### src/rtl/rr_request_queue.sv
// Request front-end for the 4-way round-robin arbiter: four per-port FIFOs feed the
// request vector, and the one-hot grant pops a single entry onto a registered output.
module rr_request_queue #(
    parameter int DATA_W = 8,
    parameter int DEPTH  = 4
) (
    input  logic                  clk,
    input  logic                  rst,
    input  logic [3:0]            in_valid,
    input  logic [4*DATA_W-1:0]   in_data,
    output logic [3:0]            in_ready,
    output logic [3:0]            request,
    input  logic [3:0]            grant,
    output logic                  out_valid,
    output logic [DATA_W-1:0]     out_data,
    output logic [1:0]            out_src,
    output logic                  grant_err
);

    localparam int            AW   = $clog2(DEPTH);
    localparam logic [AW:0]   FULL = (AW+1)'(DEPTH);

    logic [3:0]        push;
    logic [3:0]        pop;
    logic              grant_onehot;
    logic              grant_multi;
    logic [1:0]        sel;
    logic [DATA_W-1:0] head [4];

    assign grant_onehot = (grant != 4'b0000) && ((grant & (grant - 4'd1)) == 4'b0000);
    assign grant_multi  = (grant != 4'b0000) && !grant_onehot;

    for (genvar i = 0; i < 4; i++) begin : g_queue
        logic [DATA_W-1:0] mem [DEPTH];
        logic [AW-1:0]     wr_ptr;
        logic [AW-1:0]     rd_ptr;
        logic [AW:0]       count;

        // Flags come only from the registered count, so a stale grant to a queue that
        // just drained simply finds it empty and no pop happens.
        assign in_ready[i] = (count != FULL);
        assign request[i]  = (count != '0);
        assign push[i]     = in_valid[i] & in_ready[i];
        assign pop[i]      = grant_onehot & grant[i] & request[i];
        assign head[i]     = mem[rd_ptr];

        always_ff @(posedge clk) begin
            if (push[i])
                mem[wr_ptr] <= in_data[i*DATA_W +: DATA_W];
        end

        always_ff @(posedge clk or posedge rst) begin
            if (rst) begin
                wr_ptr <= '0;
                rd_ptr <= '0;
                count  <= '0;
            end else begin
                if (push[i])
                    wr_ptr <= wr_ptr + 1'b1;
                if (pop[i])
                    rd_ptr <= rd_ptr + 1'b1;
                case ({push[i], pop[i]})
                    2'b10:   count <= count + 1'b1;
                    2'b01:   count <= count - 1'b1;
                    default: count <= count;
                endcase
            end
        end
    end

    always_comb begin
        sel = 2'd0;
        for (int i = 0; i < 4; i++) begin
            if (grant[i])
                sel = 2'(i);
        end
    end

    // out_data/out_src keep their last popped values whenever nothing is popped.
    always_ff @(posedge clk or posedge rst) begin
        if (rst) begin
            out_valid <= 1'b0;
            out_data  <= '0;
            out_src   <= 2'd0;
            grant_err <= 1'b0;
        end else begin
            out_valid <= |pop;
            grant_err <= grant_multi;
            if (|pop) begin
                out_data <= head[sel];
                out_src  <= sel;
            end
        end
    end

endmodule

### config.mk
export PLATFORM = sky130hd
export DESIGN_NAME = rr_request_queue
export DESIGN_NICKNAME = d
export VERILOG_FILES = /design/src/rtl/rr_request_queue.sv
export SDC_FILE = /design/constraint.sdc
export NUM_CORES = 1
export LEC_CHECK = 0
export ABC_AREA = 1
export BUFFER_PORTS_ARGS = -buffer_cell sky130_fd_sc_hd__buf_2
export CORE_ASPECT_RATIO = 1.4
export CORE_MARGIN = 1
export CORE_UTILIZATION = 40
export CTS_CLUSTER_DIAMETER = 150
export CTS_CLUSTER_SIZE = 25
export DETAILED_ROUTE_END_ITERATION = 10
export PLACE_DENSITY = 0.66
export SLEW_MARGIN = 15
export SYNTH_ARGS = -nofsm -noshare
export SYNTH_HDL_FRONTEND = slang
export SYNTH_SLANG_ARGS = --single-unit
### constraint.sdc
create_clock -name clk -period 2.42 [get_ports clk]
set_clock_uncertainty 0.05 [all_clocks]
set_input_delay 0 -clock clk [delete_from_list [all_inputs] [get_ports clk]]
set_output_delay 0 -clock clk [all_outputs]
set_load 0.01 [all_outputs]
==> metrics.csv, run 1 <==
metric,value,unit
Clock Latency Late Sink,0.43,ns
fin crit period,2.12,ns
Fillers,1628,
Worst Setup Start Kind,flip-flop,
Synth Net Count,780,
Area Overhead vs Synth,21.4,%
Iter 0 DRT Violations,245,
CP peak stage delay,0.41,ns
Worst EP required,2.68,ns
reg2reg start,g_queue[2].count[0]$_DFFE_PP0P_,
Comb pwr share,32.8,%
maximum clock path buffer count,2,
cells along the critical path,"inv_1, nand3_1, nand2_1, ha_1, inv_1, fa_1, a21oi_1, o21ai_0, xnor2_1",
"Slowest-stage cell, CP",dfrtp_1,
final wirelength,15.9,mm
routed vias/inst,4.63,
syn_area_per_cell,10.6,µm²
WS Path Type,flip-flop to flip-flop,
sw frac,36.7,%
H-Tree Depth,4,
nets@finish,903,
Least-Margin Pin Slew,0.866,ns
"worst slack, placed",0.340,ns
ant diodes,0,
cells on worst reg2reg path,9,
power per cell area,1120,nW/µm²
postcts setup bufs,0,
DRC,0,
Hold Crit Start,in_valid[2],
Gate Count Post-Synth,714,
worst min-delay path category,primary input to flip-flop,
register area share after synthesis,64.3,%
Buf/Inv on CP,2,
Pint,6.51,mW
RSZ-0062 raised after global routing,no,
Die Span X,118,µm
Hold Slack,0.0474,ns
DP HPWL,11.3,mm
"Data arrival, critical path",2.38,ns
cell row count,59,
hold endpoint,g_queue[2].wr_ptr[1]$_DFFE_PP0P_,
IO Port Bufs,61,
# IOs,62,
yosys warns,0,
GRT Residual Overflow,0,
Clock power frac,25.3,%
first-pass GRT wire length,25.2,mm
Setup TNS,0,ns
CP top delay family,adder cells,
Num CTS Buffers,17,
Core ar.,18500,µm²
initial antenna violation count,0,
"most used cell, CP",inv_1,
antenna-violating nets left,0,
Initial DRT Pass Iterations,5,
fin area,9150,µm²
Hold Path Stages,3,
synthesized area,7540,µm²
Placed Area,8200,µm²
die area,19400,µm²
CTS tree,built,
fin crit share,87.7,%
setup violators final,0,
Die Span Y,164,µm
achievable frequency,471,MHz
wire length per cell,14.5,µm
Clock Pin Slew Worst Setup and Hold Paths,0.06,ns
NetSw,3.78,mW
Initial Util,40.7,%
relative slew slack,42.2,%
vias,5066,
vias in the first global route,4877,
status,completed,
root buf cell,clkbuf_16,
Setup crit end kind,flip-flop,
Sequential Power Share,41.9,%
largest net degree at the start of global routing,41,
final hold vios,0,
PnR worst setup slack,0.297,ns
R2R setup slack,0.30,ns
crit-path max FO,8,
total global-route track usage,17.2,%
layout cells sized above 1,16.4,%
Placer Congestion,0.786,
Seq cells post-synth,168,
maxcap violations,0,
final slew viol count,0,
CTS Sinks,168,
Worst VDD drop,0.527,mV
reg2reg end,g_queue[2].count[2]$_DFFE_PP0P_,
leak pwr,4.05,nW
Synth cell types,27,
==> worst max-delay path by stage <==
stage                                    start                         endpoint  slack [ns]  cells past startpoint
6_report       g_queue[2].count[0]$_DFFE_PP0P_  g_queue[2].count[2]$_DFFE_PP0P_        0.30                      9
5_1_grt        g_queue[3].count[0]$_DFFE_PP0P_  g_queue[3].count[2]$_DFFE_PP0P_        0.09                      9
4_1_cts        g_queue[2].count[0]$_DFFE_PP0P_  g_queue[2].count[2]$_DFFE_PP0P_        0.32                      9
3_5_place_dp   g_queue[2].count[0]$_DFFE_PP0P_  g_queue[2].count[2]$_DFFE_PP0P_        0.34                      9
3_3_place_gp   g_queue[2].count[0]$_DFFE_PP0P_  g_queue[2].count[2]$_DFFE_PP0P_        0.44                      9
2_1_floorplan  g_queue[0].count[0]$_DFFE_PP0P_  g_queue[0].count[2]$_DFFE_PP0P_        0.45                      9
==> synth_stat cells <==
cell,n,area (µm²)
inv_1,97,364
nand2_8,1,20.0
nand3_1,84,420
nor2_1,23,86.3
inv_2,8,30.0
buf_2,9,45.0
inv_6,1,8.76
o21bai_1,1,7.51
xnor2_1,8,70.1
nand4_1,2,12.5
edfxtp_1,128,3840
nor2_4,4,45.0
ha_1,20,250
xor2_1,12,105
o22ai_1,1,6.26
nor2_2,2,12.5
buf_4,9,67.6
clkinv_1,4,15.0
o21ai_0,8,40.0
fa_1,4,80.1
buf_6,1,11.3
nor2_8,1,20.0
nor3_2,4,40.0
dfrtp_1,40,1000
nand4_2,2,25.0
nand2_1,232,871
a21oi_1,8,40.0
==> per-layer routing <==
metal | GRT usage (%) | vias to the layer above | part of all wire, %
li1 | - | 2547 | -
met1 | 19.5 | 2360 | 40
met2 | 31.4 | 132 | 53
met3 | 3.21 | 27 | 4.2
met4 | 8.22 | 0 | 2.7
met5 | 0 | - | 0
==> area by class of cell <==
cell class | instances | area, µm² | area share, %
Timing Repair Buffer | 123 | 868 | 9.49
Clock buffer | 18 | 429 | 4.69
Inverter | 110 | 418 | 4.57
Tap cell | 244 | 305 | 3.34
Multi-Input combinational cell | 417 | 2150 | 23.5
Clock inverter | 14 | 136 | 1.49
Sequential cell | 168 | 4840 | 52.9
==> cell families (layout without fill, tap and decap cells) <==
family / after synthesis / count (layout) / synth area share (%)
AND/OR/NAND/NOR: 355 / 355 / 20.6
XOR/XNOR: 20 / 20 / 2.32
AO/OA/AOI/OAI: 18 / 18 / 1.24
adder cells (fa/ha/maj): 24 / 24 / 4.38
flip-flops: 168 / 168 / 64.3
buffers and inverters: 129 / 265 / 7.19
==> power groups by stage <==
stage               combinational (mW)  sequential, mW  clock [mW]
floorplan                         2.32            4.24           0
global placement                  3.31            4.36           0
detailed placement                3.36            4.38           0
CTS                               3.43            4.33        2.63
global route                      3.85            4.39        2.73
finish                            3.37            4.32        2.60
==> through the flow <==
step,util (%),instances,total power [mW]
finish,49.4,1094,10.3
global route,49.4,1094,11.0
CTS,49.4,1094,10.4
detailed placement,44.2,1023,7.74
global placement,44.2,1023,7.67
floorplan,-,714,6.56
==> tightest hold or removal path, stage by stage <==
cell     delay, ns
buf_2         0.12
nand2_1       0.25
a21oi_1       0.11
==> repair_timing <==
item / 4_1_cts / 5_1_grt
hold endpoints to repair: 178 / 0
hold buffers: 39 / 0
gates resized for setup: 0 / 0
==> sequential cells by signal, indices dropped and copies added, names as in the netlist <==
name            count
g_queue.mem       128
g_queue.rd_ptr      8
g_queue.wr_ptr      8
grant_err           1
out_data            8
out_src             2
out_valid           1
g_queue.count      12
==> cells in the final DEF, fill, tap and decap left out, types with 9 or more instances in the layout <==
master,synthesis,routed
buf_2,9,61
buf_4,9,23
clkbuf_16,0,17
dfrtp_1,40,40
dlygate4sd3_1,0,39
edfxtp_1,128,128
ha_1,20,20
inv_1,97,96
inv_2,8,9
nand2_1,232,232
nand3_1,84,84
nor2_1,23,23
xor2_1,12,12
Power figures use the tool's default switching activity.
==> run 2: changes to the inputs <==
CORE_UTILIZATION = 60   (was 40)
PLACE_DENSITY = 0.89   (was 0.66)
==> run 2 against run 1 <==
Worst setup slack worse by 0.18 ns. Critical endpoint is now g_queue[0].count[2]$_DFFE_PP0P_. Sequential power grew 2%. Maximum frequency fell by 7.8%. Critical path type unchanged. Count of clock-buffer cells in the layout grew 1. Combinational power rose by 2%. Routed wire length up 11%. Global-route usage up 11 points. Largest power group unchanged. Sequential share of layout area up 0.68 points. Critical path depth shrank 1.
==> metrics.csv, run 2 (same netlist as run 1, synthesis figures left out) <==
metric,value,unit,change
fin area,9040,µm²,-1.3%
area of the multi-input gates,2150,µm²,+0.12%
power per cell area,1150,nW/µm²,+2.7%
"worst slack, placed",0.246,ns,-0.0939 ns
# IOs,62,,unchanged
cells along the critical path,"nor3_2, nor2_2, ha_1, inv_1, fa_1, a21oi_1, o21ai_0, xnor2_1",,
IO Port Bufs,61,,unchanged
CP peak stage delay,0.44,ns,+0.03 ns
Setup crit end kind,flip-flop,,
routed vias/inst,5.54,,+20%
postcts setup bufs,0,,unchanged
worst min-delay path category,primary input to flip-flop,,
DRC,0,,unchanged
vias in the first global route,5697,,+17%
Top reg by flops,g_queue.mem,,
Die Span X,96.7,µm,-18%
final wirelength,17.6,mm,+11%
first-pass GRT wire length,28.4,mm,+13%
Placer Congestion,0.826,,+5.1%
DP HPWL,11.4,mm,+0.34%
WL met2,9.66,mm,+15%
CTS tree,built,,
max reg flops,128,,unchanged
Iter 0 DRT Violations,529,,+120%
Layout Cells excl Fill,1000,,-8.6%
Placed Area,8070,µm²,-1.5%
top routing layer used,met4,,
Least-Margin Pin Slew,0.776,ns,-0.0905 ns
ant diodes,0,,unchanged
register area,4840,µm²,unchanged
status,completed,,
"Slowest-stage cell, CP",dfrtp_1,,
"Data arrival, critical path",2.58,ns,+0.20 ns
WS Path Type,flip-flop to flip-flop,,
final hold vios,0,,unchanged
top flop regs,"g_queue.mem x128, g_queue.count x12",,
Worst EP required,2.70,ns,+0.02 ns
wire length per cell,17.6,µm,+21%
fin crit period,2.30,ns,+0.179 ns
Worst VDD drop,0.687,mV,+30%
Area Overhead vs Synth,19.9,%,
maximum clock path buffer count,2,,unchanged
RSZ-0062 raised after global routing,no,,
H-Tree Depth,4,,unchanged
nets@finish,903,,unchanged
final slew viol count,0,,unchanged
Initial Util,61.2,%,+21 points
die area,13000,µm²,-33%
"commonest cells after routing, fill and taps aside","nand2_1 (231), edfxtp_1 (128), inv_1 (96), nand3_1 (84), buf_2 (61)",,
leak pwr,4.05,nW,-0.11%
Worst Setup Start Kind,flip-flop,,
Core ar.,12300,µm²,-34%
Setup TNS,0,ns,unchanged
GRT Residual Overflow,0,,unchanged
achievable frequency,434,MHz,-7.8%
Initial DRT Pass Iterations,5,,unchanged
vias,5542,,+9.4%
CP top delay family,adder cells,,
largest net degree at the start of global routing,22,,-46%
Clock Pin Slew Worst Setup and Hold Paths,0.06,ns,about the same
total global-route track usage,28.5,%,+11 points
CTS Sinks,168,,unchanged
Fillers,708,,-57%
metal3 WL,1.25,mm,+85%
root buf cell,clkbuf_16,,
R2R setup slack,0.12,ns,-0.18 ns
fin crit share,95.1,%,+7.4 points
layout cells sized above 1,15.8,%,-0.59 points
DP Cell Count,928,,-9.3%
Die Span Y,135,µm,-18%
PnR worst setup slack,0.118,ns,-0.179 ns
Num CTS Buffers,17,,unchanged
setup violators final,0,,unchanged
Clock Latency Late Sink,0.42,ns,about the same
most common library cell in the layout ignoring fill and taps,nand2_1,,
initial antenna violation count,0,,unchanged
Buf/Inv on CP,1,,-1
maxcap violations,0,,unchanged
Post-Route M1 WL,6.08,mm,-4.6%
antenna-violating nets left,0,,unchanged
crit-path max FO,4,,-4
relative slew slack,48.0,%,+5.8 points
cell row count,48,,-19%
run 2: cell types whose count changed in the layout (fill, tap and decap cells not counted), sizes merged:
cell | before | now
buf | 84 | 83
bufinv | 1 | 2
clkbuf | 18 | 19
clkinv | 7 | 13
clkinvlp | 2 | 1
dlygate4sd3 | 39 | 40
inv | 114 | 107
run 2: path summary, 6_finish.rpt:
| path | depth (start not counted) | from | end |
|---|---|---|---|
| max | 8 | g_queue[0].count[2]$_DFFE_PP0P_ | g_queue[0].count[2]$_DFFE_PP0P_ |
| max in group asynchronous | 4 | rst | g_queue[1].wr_ptr[1]$_DFFE_PP0P_ |
| max reg2reg | 8 | g_queue[0].count[2]$_DFFE_PP0P_ | g_queue[0].count[2]$_DFFE_PP0P_ |
| min in group asynchronous | 3 | rst | g_queue[0].count[0]$_DFFE_PP0P_ |
| min reg2reg | 2 | out_data[3]$_DFFE_PP0P_ | out_data[3]$_DFFE_PP0P_ |
| min | 6 | grant[1] | out_data[4]$_DFFE_PP0P_ |
run 2: final cells by class:
| type | instances | area share, % |
|---|---|---|
| Sequential cell | 168 | 53.6 |
| Multi-Input combinational cell | 417 | 23.8 |
| Timing Repair Buffer | 123 | 9.64 |
| Clock buffer | 19 | 4.79 |
| Inverter | 110 | 4.62 |
| Tap cell | 150 | 2.08 |
| Clock inverter | 13 | 1.43 |
run 2: worst min-delay path, delay by kind of cell:
kind	cells	cell delay, ns
and+or+nand+nor	5	0.33
buffers and inverters	1	0.19
run 2: power by group:
group / switching, mW / leakage [nW] / internal (mW) / total (mW)
clock: 1.08 / 0.274 / 1.51 / 2.59
sequential: 0.490 / 1.65 / 3.90 / 4.39
combinational: 2.28 / 2.13 / 1.17 / 3.45
run 2: repair_timing:
action                     CTS  global route
hold endpoints to repair   157             0
setup endpoints to repair    0             1
hold buffers                40             0
gates resized for setup      0             1
run 2: metrics by stage:
step                      util [%]  total power, mW  hold WS [ns]
after global placement        65.6             7.47        0.0106
after CTS                     73.4             10.4        0.0572
after global routing          73.4             11.0         0.106
after floorplan                  -             6.56        0.0489
final                         73.4             10.4        0.0825
after detailed placement      65.6             7.70        0.0151
run 2: routing by layer:
metal,GRT usage [%],vias up
met2,52.1,300
li1,-,2544
met5,0,-
met4,13.5,0
met1,31.3,2636
met3,6.37,62
==> run 3: changes to the inputs <==
CORE_ASPECT_RATIO = 1.2   (was 1.4)
CORE_UTILIZATION = 54   (was 60)
PLACE_DENSITY = 0.85   (was 0.89)
clock period = 2 ns   (was 2.42 ns; I/O delays follow)
==> run 3 against run 2 <==
Power is 24% higher. Sequential power is 20% higher. First-iteration DRC count is 32% lower. Global-route usage is 3.5 points lower. Flip-flop and latch count stayed put. Critical path type is now primary input to flip-flop. Non-clock buffer count is 11 higher.
==> metrics.csv, run 3 (same netlist as run 1, synthesis figures left out) <==
metric,value,unit,change
status,completed,,
power per cell area,1400,nW/µm²,+21%
reg2reg end,g_queue[1].count[2]$_DFFE_PP0P_,,
CP peak stage delay,0.55,ns,+0.11 ns
leak pwr,4.13,nW,+2.1%
Initial DRT Pass Iterations,5,,unchanged
max reg flops,128,,unchanged
H-Tree Depth,4,,unchanged
IO Port Bufs,61,,unchanged
cells on worst reg2reg path,9,,+1
final slew viol count,0,,unchanged
Num CTS Buffers,17,,unchanged
total global-route track usage,24.9,%,-3.5 points
fin crit share,94.0,%,
relative slew slack,61.1,%,+13 points
Top reg by flops,g_queue.mem,,
maximum clock path buffer count,2,,unchanged
Hold Path Stages,6,,unchanged
Clock Pin Slew Worst Setup and Hold Paths,0.06,ns,about the same
Least-Margin Pin Slew,0.582,ns,-0.194 ns
top flop regs,"g_queue.mem x128, g_queue.count x12",,
hold endpoint,out_src[0]$_DFFE_PP0P_,,
vias in the first global route,5362,,-5.9%
most common library cell in the layout ignoring fill and taps,nand2_1,,
achievable frequency,532,MHz,
fin util,68.8,%,-4.7 points
die area,14400,µm²,+11%
Worst Setup Start Kind,primary input,,
Worst VDD drop,0.872,mV,+27%
CTS Sinks,168,,unchanged
worst min-delay path category,primary input to flip-flop,,
CP top delay family,buffers and inverters,,
crit-path max FO,5,,+1
nets@finish,914,,+1.2%
Setup crit end kind,flip-flop,,
Initial Util,56.2,%,-5.0 points
cell row count,46,,-4.2%
setup violators final,0,,unchanged
wire length per cell,15.9,µm,-10%
layout cells sized above 1,17.7,%,+1.9 points
GRT Residual Overflow,0,,unchanged
"Data arrival, critical path",2.13,ns,-0.45 ns
maxcap violations,0,,unchanged
fin crit period,1.88,ns,
R2R setup slack,0.15,ns,+0.03 ns
reg2reg start,g_queue[1].count[1]$_DFFE_PP0P_,,
Die Span Y,131,µm,-2.4%
"Slowest-stage cell, CP",dlygate4sd3_1,,
antenna-violating nets left,0,,unchanged
Clock Latency Late Sink,0.42,ns,about the same
DP HPWL,10.8,mm,-4.5%
root buf cell,clkbuf_16,,
vias,5344,,-3.6%
Worst EP required,2.25,ns,-0.45 ns
"commonest cells after routing, fill and taps aside","nand2_1 (231), edfxtp_1 (128), inv_1 (91), nand3_1 (83), buf_2 (61)",,
Layout Cells excl Fill,1029,,+2.9%
WS Path Type,primary input to flip-flop,,
Buf/Inv on CP,4,,+3
first-pass GRT wire length,26.6,mm,-6.0%
routed vias/inst,5.19,,-6.3%
cells along the critical path,"dlygate4sd3_1, buf_2, inv_2, nand4_2, nor2_4, ha_1, inv_1, fa_1, a21oi_1, o21ai_0, xnor2_1",,
largest net degree at the start of global routing,41,,+86%
Core ar.,13400,µm²,+8.9%
Hold Crit Start,grant[2],,
DP Cell Count,956,,+3.0%
Area Overhead vs Synth,22.3,%,
Die Span X,110,µm,+14%
ant diodes,0,,unchanged
Placer Congestion,0.836,,+1.2%
final wirelength,16.3,mm,-7.4%
RSZ-0062 raised after global routing,no,,
final hold vios,0,,unchanged
Iter 0 DRT Violations,361,,-32%
CTS tree,built,,
# IOs,62,,unchanged
DRC,0,,unchanged
initial antenna violation count,1,,+1
Fillers,893,,+26%
Setup TNS,0,ns,unchanged
-- run 3: changes by cell type in the layout (fill, tap and decap cells not counted), moves of 2 or more --
cell | before | now
inv_6 | 3 | 1
clkinv_1 | 8 | 5
clkbuf_1 | 2 | 5
inv_2 | 8 | 13
inv_1 | 96 | 91
bufinv_16 | 2 | 5
buf_4 | 22 | 33
-- run 3: worst max-delay path by stage --
| stage | from | to | slack (ns) | cells past startpoint |
|---|---|---|---|---|
| after global placement | grant[1] | g_queue[3].count[2]$_DFFE_PP0P_ | 0.20 | 10 |
| after floorplan | g_queue[0].count[0]$_DFFE_PP0P_ | g_queue[0].count[2]$_DFFE_PP0P_ | 0.03 | 9 |
| after global routing | grant[0] | g_queue[1].count[2]$_DFFE_PP0P_ | 0.004 | 11 |
| after detailed placement | g_queue[0].count[0]$_DFFE_PP0P_ | g_queue[0].count[2]$_DFFE_PP0P_ | 0.09 | 9 |
| after CTS | g_queue[0].count[0]$_DFFE_PP0P_ | g_queue[0].count[2]$_DFFE_PP0P_ | 0.07 | 9 |
| final | grant[0] | g_queue[1].count[2]$_DFFE_PP0P_ | 0.12 | 11 |
-- run 3: final cells by class --
class                   instances  area [µm²]  share of cell area [%]
well taps                     168         210                    2.28
clock inverters                 9         174                    1.89
repair buffers                134         953                    10.3
inverters                     110         418                    4.53
clock buffers                  23         458                    4.97
flip-flops and latches        168        4840                    52.5
multi-input cells             417        2160                    23.4
-- run 3: through the flow --
| stage | hold slack [ns] | setup slack [ns] | power, mW | area (µm²) |
|---|---|---|---|---|
| after global routing | 0.0773 | 0.00416 | 13.7 | 9220 |
| after global placement | 0.109 | 0.198 | 9.10 | 8170 |
| after floorplan | 0.0489 | 0.0272 | 7.94 | 7540 |
| final | 0.0524 | 0.120 | 12.9 | 9220 |
| after detailed placement | 0.129 | 0.0899 | 9.31 | 8170 |
| after CTS | 0.0185 | 0.0749 | 12.9 | 9200 |
-- run 3: tightest hold or removal path, stage by stage --
cell and delay [ns]:
buf_2 0.12, inv_2 0.07, nand4_2 0.09, nor2_4 0.06
nor2_1 0.09, nand2_1 0.06
-- run 3: repair_timing --
item / in CTS / in global routing
resized for setup: 0 / 9
setup buffers: 0 / 1
hold buffers: 40 / 0
endpoints found under the hold margin: 177 / 0
setup endpoints to repair: 0 / 3
-- run 3: power breakdown --
part | switching (mW) | internal [mW]
combinational | 2.69 | 1.49
sequential | 0.531 | 4.72
clock | 1.24 | 2.24
-- run 3: layer usage --
layer  vias up  share of wire (%)  track usage, %
met5         -                  0               0
met4         0                3.3            12.2
met3        50                7.1            5.51
met2       231                 52            41.5
met1      2493                 38            30.2
li1       2570                  -               -
